File: config.mk
export PLATFORM = sky130hd
export DESIGN_NAME = ccff_chain_loader
export DESIGN_NICKNAME = d
export VERILOG_FILES = /design/src/rtl/ccff_chain_loader.sv
export SDC_FILE = /design/constraint.sdc
export NUM_CORES = 1
export LEC_CHECK = 0
export CORE_ASPECT_RATIO = 1.75
export CORE_UTILIZATION = 40
export CTS_CLUSTER_DIAMETER = 200
export DETAILED_ROUTE_END_ITERATION = 10
export PLACE_DENSITY = 0.62
export SLEW_MARGIN = 0
export SYNTH_ARGS = -nofsm -noshare
export SYNTH_HDL_FRONTEND = slang
export SYNTH_SLANG_ARGS = --single-unit
File: constraint.sdc
create_clock -name prog_clk -period 4 [get_ports prog_clk]
set_input_delay 0.4 -clock prog_clk [delete_from_list [all_inputs] [get_ports prog_clk]]
set_output_delay 0.4 -clock prog_clk [all_outputs]
set_load 0.02 [all_outputs]
File: src/rtl/ccff_chain_loader.sv
// ---------------------------------------------------------------------------
// ccff_chain_loader
//
// Loads the configuration chain of one tile row. Bitstream words arrive over
// a valid/ready handshake and are shifted MSB-first into ccff_head, one bit
// per prog_clk cycle, while ccff_shift_en gates the chain's clock. A bit
// counter stops the load after exactly CHAIN_LEN shift pulses; a partial last
// word contributes only its top bits.
//
// Optional build macro: CCFF_READBACK_EN
//   When defined, a CRC-16-CCITT is accumulated over every bit sent to the
//   chain. After the load the chain is recirculated once (ccff_tail fed back
//   into ccff_head for CHAIN_LEN pulses) while a second CRC is taken over
//   ccff_tail; err is raised if the two CRCs differ.
//   When undefined, err is tied 0 and ccff_tail is unused.
//
// Ports:
//   prog_clk       in   programming clock (only clock)
//   prog_reset     in   synchronous active-high reset
//   start          in   one-cycle request to begin a full chain load
//   cfg_data       in   bitstream word, bit WORD_W-1 shifted first
//   cfg_valid      in   cfg_data valid
//   cfg_ready      out  loader accepts a word this cycle
//   ccff_head      out  serial data into the chain head
//   ccff_tail      in   serial data from the chain tail
//   ccff_shift_en  out  chain shifts at the end of this cycle
//   busy           out  load (or readback) in progress
//   done           out  chain fully loaded, held until the next start
//   err            out  readback CRC mismatch
// ---------------------------------------------------------------------------
module ccff_chain_loader #(
    parameter int CHAIN_LEN = 4096,
    parameter int WORD_W    = 32
) (
    input  logic              prog_clk,
    input  logic              prog_reset,
    input  logic              start,
    input  logic [WORD_W-1:0] cfg_data,
    input  logic              cfg_valid,
    output logic              cfg_ready,
    output logic              ccff_head,
    input  logic              ccff_tail,
    output logic              ccff_shift_en,
    output logic              busy,
    output logic              done,
    output logic              err
);

    localparam int CNT_W = $clog2(CHAIN_LEN + 1);
    localparam int NW    = $clog2(WORD_W + 1);
    localparam logic [CNT_W-1:0] LAST_BIT = CNT_W'(CHAIN_LEN - 1);

    typedef enum logic [2:0] {
        ST_IDLE,
        ST_LOAD,
        ST_SHIFT,
        ST_DONE
`ifdef CCFF_READBACK_EN
        , ST_READBACK
`endif
    } state_t;

    state_t            state_q;
    logic [CNT_W-1:0]  bit_cnt_q;   // shift pulses issued in the current pass
    logic [NW-1:0]     left_q;      // pulses still owed for the current word
    logic [WORD_W-1:0] sr_q;        // remaining bits of the word, MSB next
    logic              head_q;
    logic              shift_en_q;
    logic              ready_q;
    logic              busy_q;
    logic              done_q;
    logic [NW-1:0]     n_d;         // bits to take from the word being accepted

`ifdef CCFF_READBACK_EN
    logic [15:0] crc_w_q;           // CRC over bits written into the chain
    logic [15:0] crc_r_q;           // CRC over bits read back from the tail
    logic        err_q;

    // Bit-serial CRC-16-CCITT, polynomial x^16 + x^12 + x^5 + 1.
    function automatic logic [15:0] crc16_step(input logic [15:0] crc, input logic b);
        logic fb;
        fb = crc[15] ^ b;
        return {crc[14:0], 1'b0} ^ (fb ? 16'h1021 : 16'h0000);
    endfunction
`endif

    // n = min(WORD_W, CHAIN_LEN - bit_cnt): the last word may be partial.
    // NOTE: both branches assign n_d, so this stays pure combinational logic
    // and no latch is inferred.
    always_comb begin
        if (CHAIN_LEN - int'(bit_cnt_q) >= WORD_W) begin
            n_d = NW'(WORD_W);
        end else begin
            n_d = NW'(CHAIN_LEN - int'(bit_cnt_q));
        end
    end

    // NOTE: all state is updated with non-blocking assignments so every
    // register samples the pre-edge values, independent of statement order.
    always_ff @(posedge prog_clk) begin
        if (prog_reset) begin
            // NOTE: sr_q is pure datapath and is always rewritten on word
            // acceptance before it is used, so it is deliberately not reset.
            state_q    <= ST_IDLE;
            bit_cnt_q  <= '0;
            left_q     <= '0;
            head_q     <= 1'b0;
            shift_en_q <= 1'b0;
            ready_q    <= 1'b0;
            busy_q     <= 1'b0;
            done_q     <= 1'b0;
`ifdef CCFF_READBACK_EN
            crc_w_q    <= 16'hFFFF;
            crc_r_q    <= 16'hFFFF;
            err_q      <= 1'b0;
`endif
        end else begin
            case (state_q)
                // DONE is a one-cycle pass-through; busy is already low, so a
                // start arriving there is honoured just like in IDLE.
                ST_IDLE, ST_DONE: begin
                    if (start) begin
                        state_q   <= ST_LOAD;
                        busy_q    <= 1'b1;
                        ready_q   <= 1'b1;
                        done_q    <= 1'b0;
                        bit_cnt_q <= '0;
`ifdef CCFF_READBACK_EN
                        err_q     <= 1'b0;
                        crc_w_q   <= 16'hFFFF;
                        crc_r_q   <= 16'hFFFF;
`endif
                    end else begin
                        state_q <= ST_IDLE;
                    end
                end

                ST_LOAD: begin
                    if (cfg_valid && ready_q) begin
                        // The MSB goes straight to the head register so the
                        // first SHIFT cycle already drives it.
                        head_q     <= cfg_data[WORD_W-1];
                        sr_q       <= {cfg_data[WORD_W-2:0], 1'b0};
                        left_q     <= n_d;
                        ready_q    <= 1'b0;
                        shift_en_q <= 1'b1;
                        state_q    <= ST_SHIFT;
                    end
                end

                ST_SHIFT: begin
                    head_q    <= sr_q[WORD_W-1];
                    sr_q      <= {sr_q[WORD_W-2:0], 1'b0};
                    bit_cnt_q <= bit_cnt_q + CNT_W'(1);
                    left_q    <= left_q - NW'(1);
`ifdef CCFF_READBACK_EN
                    crc_w_q   <= crc16_step(crc_w_q, head_q);
`endif
                    if (left_q == NW'(1)) begin
                        if (bit_cnt_q == LAST_BIT) begin
`ifdef CCFF_READBACK_EN
                            // Keep shifting: recirculate the whole chain once.
                            bit_cnt_q <= '0;
                            state_q   <= ST_READBACK;
`else
                            shift_en_q <= 1'b0;
                            busy_q     <= 1'b0;
                            done_q     <= 1'b1;
                            state_q    <= ST_DONE;
`endif
                        end else begin
                            shift_en_q <= 1'b0;
                            ready_q    <= 1'b1;
                            state_q    <= ST_LOAD;
                        end
                    end
                end

`ifdef CCFF_READBACK_EN
                ST_READBACK: begin
                    crc_r_q   <= crc16_step(crc_r_q, ccff_tail);
                    bit_cnt_q <= bit_cnt_q + CNT_W'(1);
                    if (bit_cnt_q == LAST_BIT) begin
                        shift_en_q <= 1'b0;
                        busy_q     <= 1'b0;
                        done_q     <= 1'b1;
                        err_q      <= (crc16_step(crc_r_q, ccff_tail) != crc_w_q);
                        state_q    <= ST_DONE;
                    end
                end
`endif

                default: state_q <= ST_IDLE;
            endcase
        end
    end

    assign cfg_ready     = ready_q;
    assign ccff_shift_en = shift_en_q;
    assign busy          = busy_q;
    assign done          = done_q;

`ifdef CCFF_READBACK_EN
    // During recirculation the tail is passed straight through; a register
    // here would add a stage to the loop and rotate the chain contents.
    assign ccff_head = (state_q == ST_READBACK) ? ccff_tail : head_q;
    assign err       = err_q;
`else
    logic tail_unused;
    assign tail_unused = ccff_tail;
    assign ccff_head   = head_q;
    assign err         = 1'b0;
`endif

endmodule

After elaboration in Yosys (flattened, before gate mapping)
Index checks and enable logic that the tools add are counted.

Add/sub/neg operators: 3. Multiply operators: 0. Divide/modulo/power cells: 0. Magnitude comparators: 1. Equality and inequality tests: 10. Shift operators: 0. Muxes and demuxes: 29. Bitwise operators: 1. Reductions and logical operators: 13.

Operators with widths (count): $pmux 32 s2 (1); $ge 32x7->1 const B (1); $mux 32 (1); $pmux 13 s2 (1); $sub 13x13->14 const A (1); $add 13x1->13 const B (1); $eq 13x12->1 const B (1); $mux 1 (13); $mux 13 (1); $mux 6 (2); $pmux 6 s2 (1); $ne 2x2->1 const B (5); $pmux 3 s3 (1); $pmux 1 s2 (4); $eq 3x2->1 const B (2); $eq 6x1->1 const B (1); $mux 3 (2); $reduce_and 2->1 (3); $reduce_and 3->1 (2); $sub 6x1->6 const B (1); $reduce_and 5->1 (1); $reduce_and 4->1 (1); $reduce_bool 2->1 (2); $eq 3x1->1 const B (1); other kinds (7) (7).

Register bits after elaboration: 59. Latch bits: 0. Bits in writable memories: 0. Memory bits (read-only): 0. Input port bits: 37. Output and inout port bits: 6. Memories: 0.

Logic depth before layout (Yosys ltp)
Word-level depth: 5. Gate-level depth with buffers: 8. Depth with buffers taken out: 7.

Worst setup path before layout
No wires, ideal clock.

Kind: register to register. Start: reg state_q[0]. End: reg sr_q[10], enable pin. Setup time: 458 ps. Data arrival time: 3008 ps. Required time: 3542 ps. Path slack: 534 ps. Stages on the path, launching flop included: 5. Clock period less this slack: 3466 ps. Cells stage by stage: dfxtp_1 > inv_1 > ha_1 > clkbuf_1 > nor3_1.

Cells in the longest elaborated chain, start to end: 3. Elaborated cells on any way between the ends: 5. Classes of those cells: eq/ne (3); reduce/logical (2).

RTL lines: start, declared (RTL line 63) `state_t state_q;`; start signal, assigned (RTL line 104) `state_q <= ST_IDLE;`; start signal, assigned (RTL line 123) `state_q <= ST_LOAD;`; start signal, assigned (RTL line 134) `state_q <= ST_IDLE;`; $eq 3x1->1 / $eq 3x2->1 (equally long branches) (RTL line 118) `case (state_q)`; $ne 2x2->1 (no source line) / $reduce_bool 2->1 (equally long branches); $reduce_and 3->1 (no source line) (*); end signal, assigned (RTL line 143) `sr_q <= {cfg_data[WORD_W-2:0], 1'b0};`; end signal, assigned (RTL line 153) `sr_q <= {sr_q[WORD_W-2:0], 1'b0};`; end, declared (RTL line 66) `logic [WORD_W-1:0] sr_q;`.

Every way passes the cells marked *; elsewhere a longest branch is shown, timed or not. A chain may end at the register's enable or synchronous reset.

Worst setup path after layout
Start: reg state_q[0]. End: reg bit_cnt_q[5].

Cells in the longest elaborated chain, start to end: 4. Elaborated cells on any way between the ends: 8. Classes of those cells: eq/ne (3); mux (1); reduce/logical (4).

RTL lines: $eq 3x2->1 / $logic_not 3->1 (equally long branches) (RTL line 118); $reduce_or 2->1 (RTL line 118); $ne 2x2->1 (no source line) / $reduce_bool 2->1 (equally long branches); $reduce_and 2->1 (no source line); end signal, assigned (RTL line 154) `bit_cnt_q <= bit_cnt_q + CNT_W'(1);`; end, declared (RTL line 64) `logic [CNT_W-1:0] bit_cnt_q;`.

Parallel ways exist; a longest one is shown, timed or not.

==> flow_summary.ini <==
[run_status]
status = complete, no violations

[synthesis]
syn_inst = 262
yosys_register_bits = 57
ys_async_sr_fraction_pct = 0
ys_warn_count = 0
syn-cell-area_sq_mm = 0.002919
synth-edff-count = 31
yosysSeqAreaShare_pct = 49.72
synth.area.top_cells = edfxtp_1 32%, dfxtp_1 18%, mux2_2 12%
ys_types = 56
synth_top_area_share_pct = 31.89
syn_nets = 306
synth_flop_cell = edfxtp_1
avgSynthCellArea_sq_um = 11.14
yosys.area.top_type = edfxtp_1

[floorplan]
ios = 43
start_util_pct = 41.96
num_rows = 40
die_x_microns = 66.58
dieHeight_microns = 115.0
die_area_sq_mm = 0.007657
coreArea_sq_mm = 0.006957

[pwr]
switching_share_pct = 32.61
cellLeakagePower_nw = 1.242
power_density_mw_per_mm2 = 640.4
vdd_drop_max_v = 0.0004033
clkPwrFrac_pct = 28.1
internal-power_mw = 1.561
power_switching_uw = 755.3
pwr-share-comb_pct = 34.6
p_total_mw = 2.316
p_seq_share_pct = 37.3

[placed_design]
io_buffer_count = 40
placed_area_sq_mm = 0.003364
place.gp.congestion = 0.7999
place_hpwl_microns = 3982

[timing]
hold_viol_final = 0
worstMarginPinSlew_ns = 1.067
fmax_ghz = 0.3652
rsz0062_at_grt = no
finalSetupViolCount = 0
setup_tns_ns = 0
finalMaxSlewViolations = 0
period_minus_slack_ns = 2.738
finalCritPeriodShare_pct = 68.46
relSlewSlack_pct = 28.90
finClkSkew_ns = 0.007394

[critical_path]
cpMaxStageDelayCell = ha_2
reg2reg_from = state_q[0]$_SDFFE_PP0P_
crit_path_frequent_cell = nor2_1
path_class = register to register
slowest_delay_ns = 0.89
r2r_cells = 7
r2r_slack_ns = 1.26
worstPathCellList = inv_1 -> ha_2 -> mux2i_1 -> nor2_1 -> and3_1 -> xnor2_1 -> nor2_1
r2r-end = bit_cnt_q[5]$_SDFFE_PP0P_
crit_buf_inv = 1
cp.arrival_ns = 2.94
crit_fanout = 51
crit_family = adder cells
crit_path_start_kind = register
crit_required_ns = 4.20
cp-end-kind = register

[finish]
diodes = 0
drive_gt1_share_pct = 17.43
final_nets = 343
fin_area_sq_mm = 0.003617
most-common-layout-cells = 40 x clkdlybuf4s50_1, 31 x edfxtp_1, 30 x mux2_2
utilization_pct = 52.00
layout_commonest_cell = clkdlybuf4s50_1
area_delta_synth_final_pct = 23.92

[cts]
clk_latency_ns = 0.33
htreeDepth = 3
ctsHoldBuffers = 0
cts_tree = done
cts.path.max_buffers = 2
cts-resized-gates = 0
cts_setup_buffers = 0
clkTransAtPathRegs_ns = 0.05
cts_sinks = 57
cts_buffers = 9
cts_root_buf = clkbuf_16

[worst_hold_path]
min_to = done$_SDFFE_PP0P_
min_from = done$_SDFFE_PP0P_
hold_path.class = register to register
hold_path_depth = 2

[route]
vias = 2036
wl_microns = 5741
routed_via_density = 5.247
dr.first_iter.drc_count = 96
wl_per_cell_microns = 14.80
drtPass1Iterations = 4
ant_nets = 0
drc_errors = 0

[global_route]
met1_usage_pct = 19.75
busiest_layer = met2
grtUsageMet3_pct = 5.258
grt_use_met2_pct = 28.62
grt_pass1_vias = 2035
gr-usage-all-layers_pct = 17.45
grt_max_degree = 52
antenna_found_initial = 0
grt_pass1_wl_microns = 9722
overflow = 0

[job]
cap_violations = 0
flip-flops by register name, summed over array words and instances (netlist names):
name,count
state_q,2
ccff_shift_en,1
done,1
bit_cnt_q,13
left_q,6
busy,1
sr_q,31
cfg_ready,1
ccff_head,1
logic make-up after synthesis:
logic type      synth area share (%)
compound gates                 11.92
xor+xnor                       4.201
fa+ha+maj                      3.000
buf+inv                        3.986
flops                          49.72
mux                            13.29
other cells                   0.1285
simple gates                   13.76
synthesized netlist by cell type, types with 2 or more instances:
master,instances
edfxtp_1,31
mux2_2,30
nor2_1,27
dfxtp_1,26
inv_1,11
a21oi_1,10
nand2_1,10
nand3_1,9
clkbuf_1,8
xor2_1,8
ha_1,7
nor3_1,7
xnor2_1,6
mux2i_1,5
buf_1,4
o31ai_1,4
or3_1,4
nor4_1,3
o22ai_1,3
a211oi_1,2
a21o_1,2
a22oi_1,2
a32oi_1,2
and2_1,2
buf_6,2
nand2b_1,2
nand4_1,2
nor2b_1,2
o21bai_1,2
or2_2,2
or4_4,2
power by group through the flow:
| stage | Sequential, mW | Combinational [mW] | Clock, mW |
|---|---|---|---|
| floorplan | 0.884 | 0.587 | 0 |
| detailed placement | 0.875 | 0.805 | 0 |
| global route | 0.880 | 0.899 | 0.692 |
| CTS | 0.865 | 0.809 | 0.669 |
| global placement | 0.874 | 0.795 | 0 |
| finish | 0.865 | 0.801 | 0.651 |
final cells by class:
type	instances	area, sq um
clock buffer	9	225.2
tap	84	105.1
sequential	57	1451
clock inverter	7	27.53
inverter	11	41.29
timing repair buffer	41	407.9
fill	642	3339
multi-input combinational	179	1359
worst max path at each step:
stage                                  from                        end  slack [ns]  cells after the start
floorplan           state_q[0]$_SDFFE_PP0P_         sr_q[10]$_DFFE_PP_        0.53                      4
global placement    state_q[0]$_SDFFE_PP0P_     left_q[5]$_SDFFE_PP0P_        1.28                      7
detailed placement  state_q[0]$_SDFFE_PP0P_     left_q[5]$_SDFFE_PP0P_        1.26                      7
CTS                 state_q[0]$_SDFFE_PP0P_     left_q[5]$_SDFFE_PP0P_        1.24                      7
global route        state_q[0]$_SDFFE_PP0P_  bit_cnt_q[5]$_SDFFE_PP0P_        0.95                      7
finish              state_q[0]$_SDFFE_PP0P_  bit_cnt_q[5]$_SDFFE_PP0P_        1.26                      7
through the flow:
step | worst slack (ns) | hold slack, ns | cells
global route | 0.9452 | 0.4794 | 388
floorplan | 0.5343 | 0.4845 | 262
finish | 1.262 | 0.4463 | 388
CTS | 1.241 | 0.4507 | 388
global placement | 1.275 | 0.4390 | 372
detailed placement | 1.258 | 0.4429 | 372
worst min-delay path, delay by kind of cell (launching register included):
family / cells / cell delay, ns
flops: 1 / 0.31
buf+inv: 1 / 0.05
compound gates: 1 / 0.05
metal layers:
layer / up-vias / routed length, microns
met5: - / 0
met4: 0 / 177
met3: 15 / 237
met2: 49 / 2936
met1: 941 / 2389
li1: 1031 / -
Power figures use the tool's default switching activity.
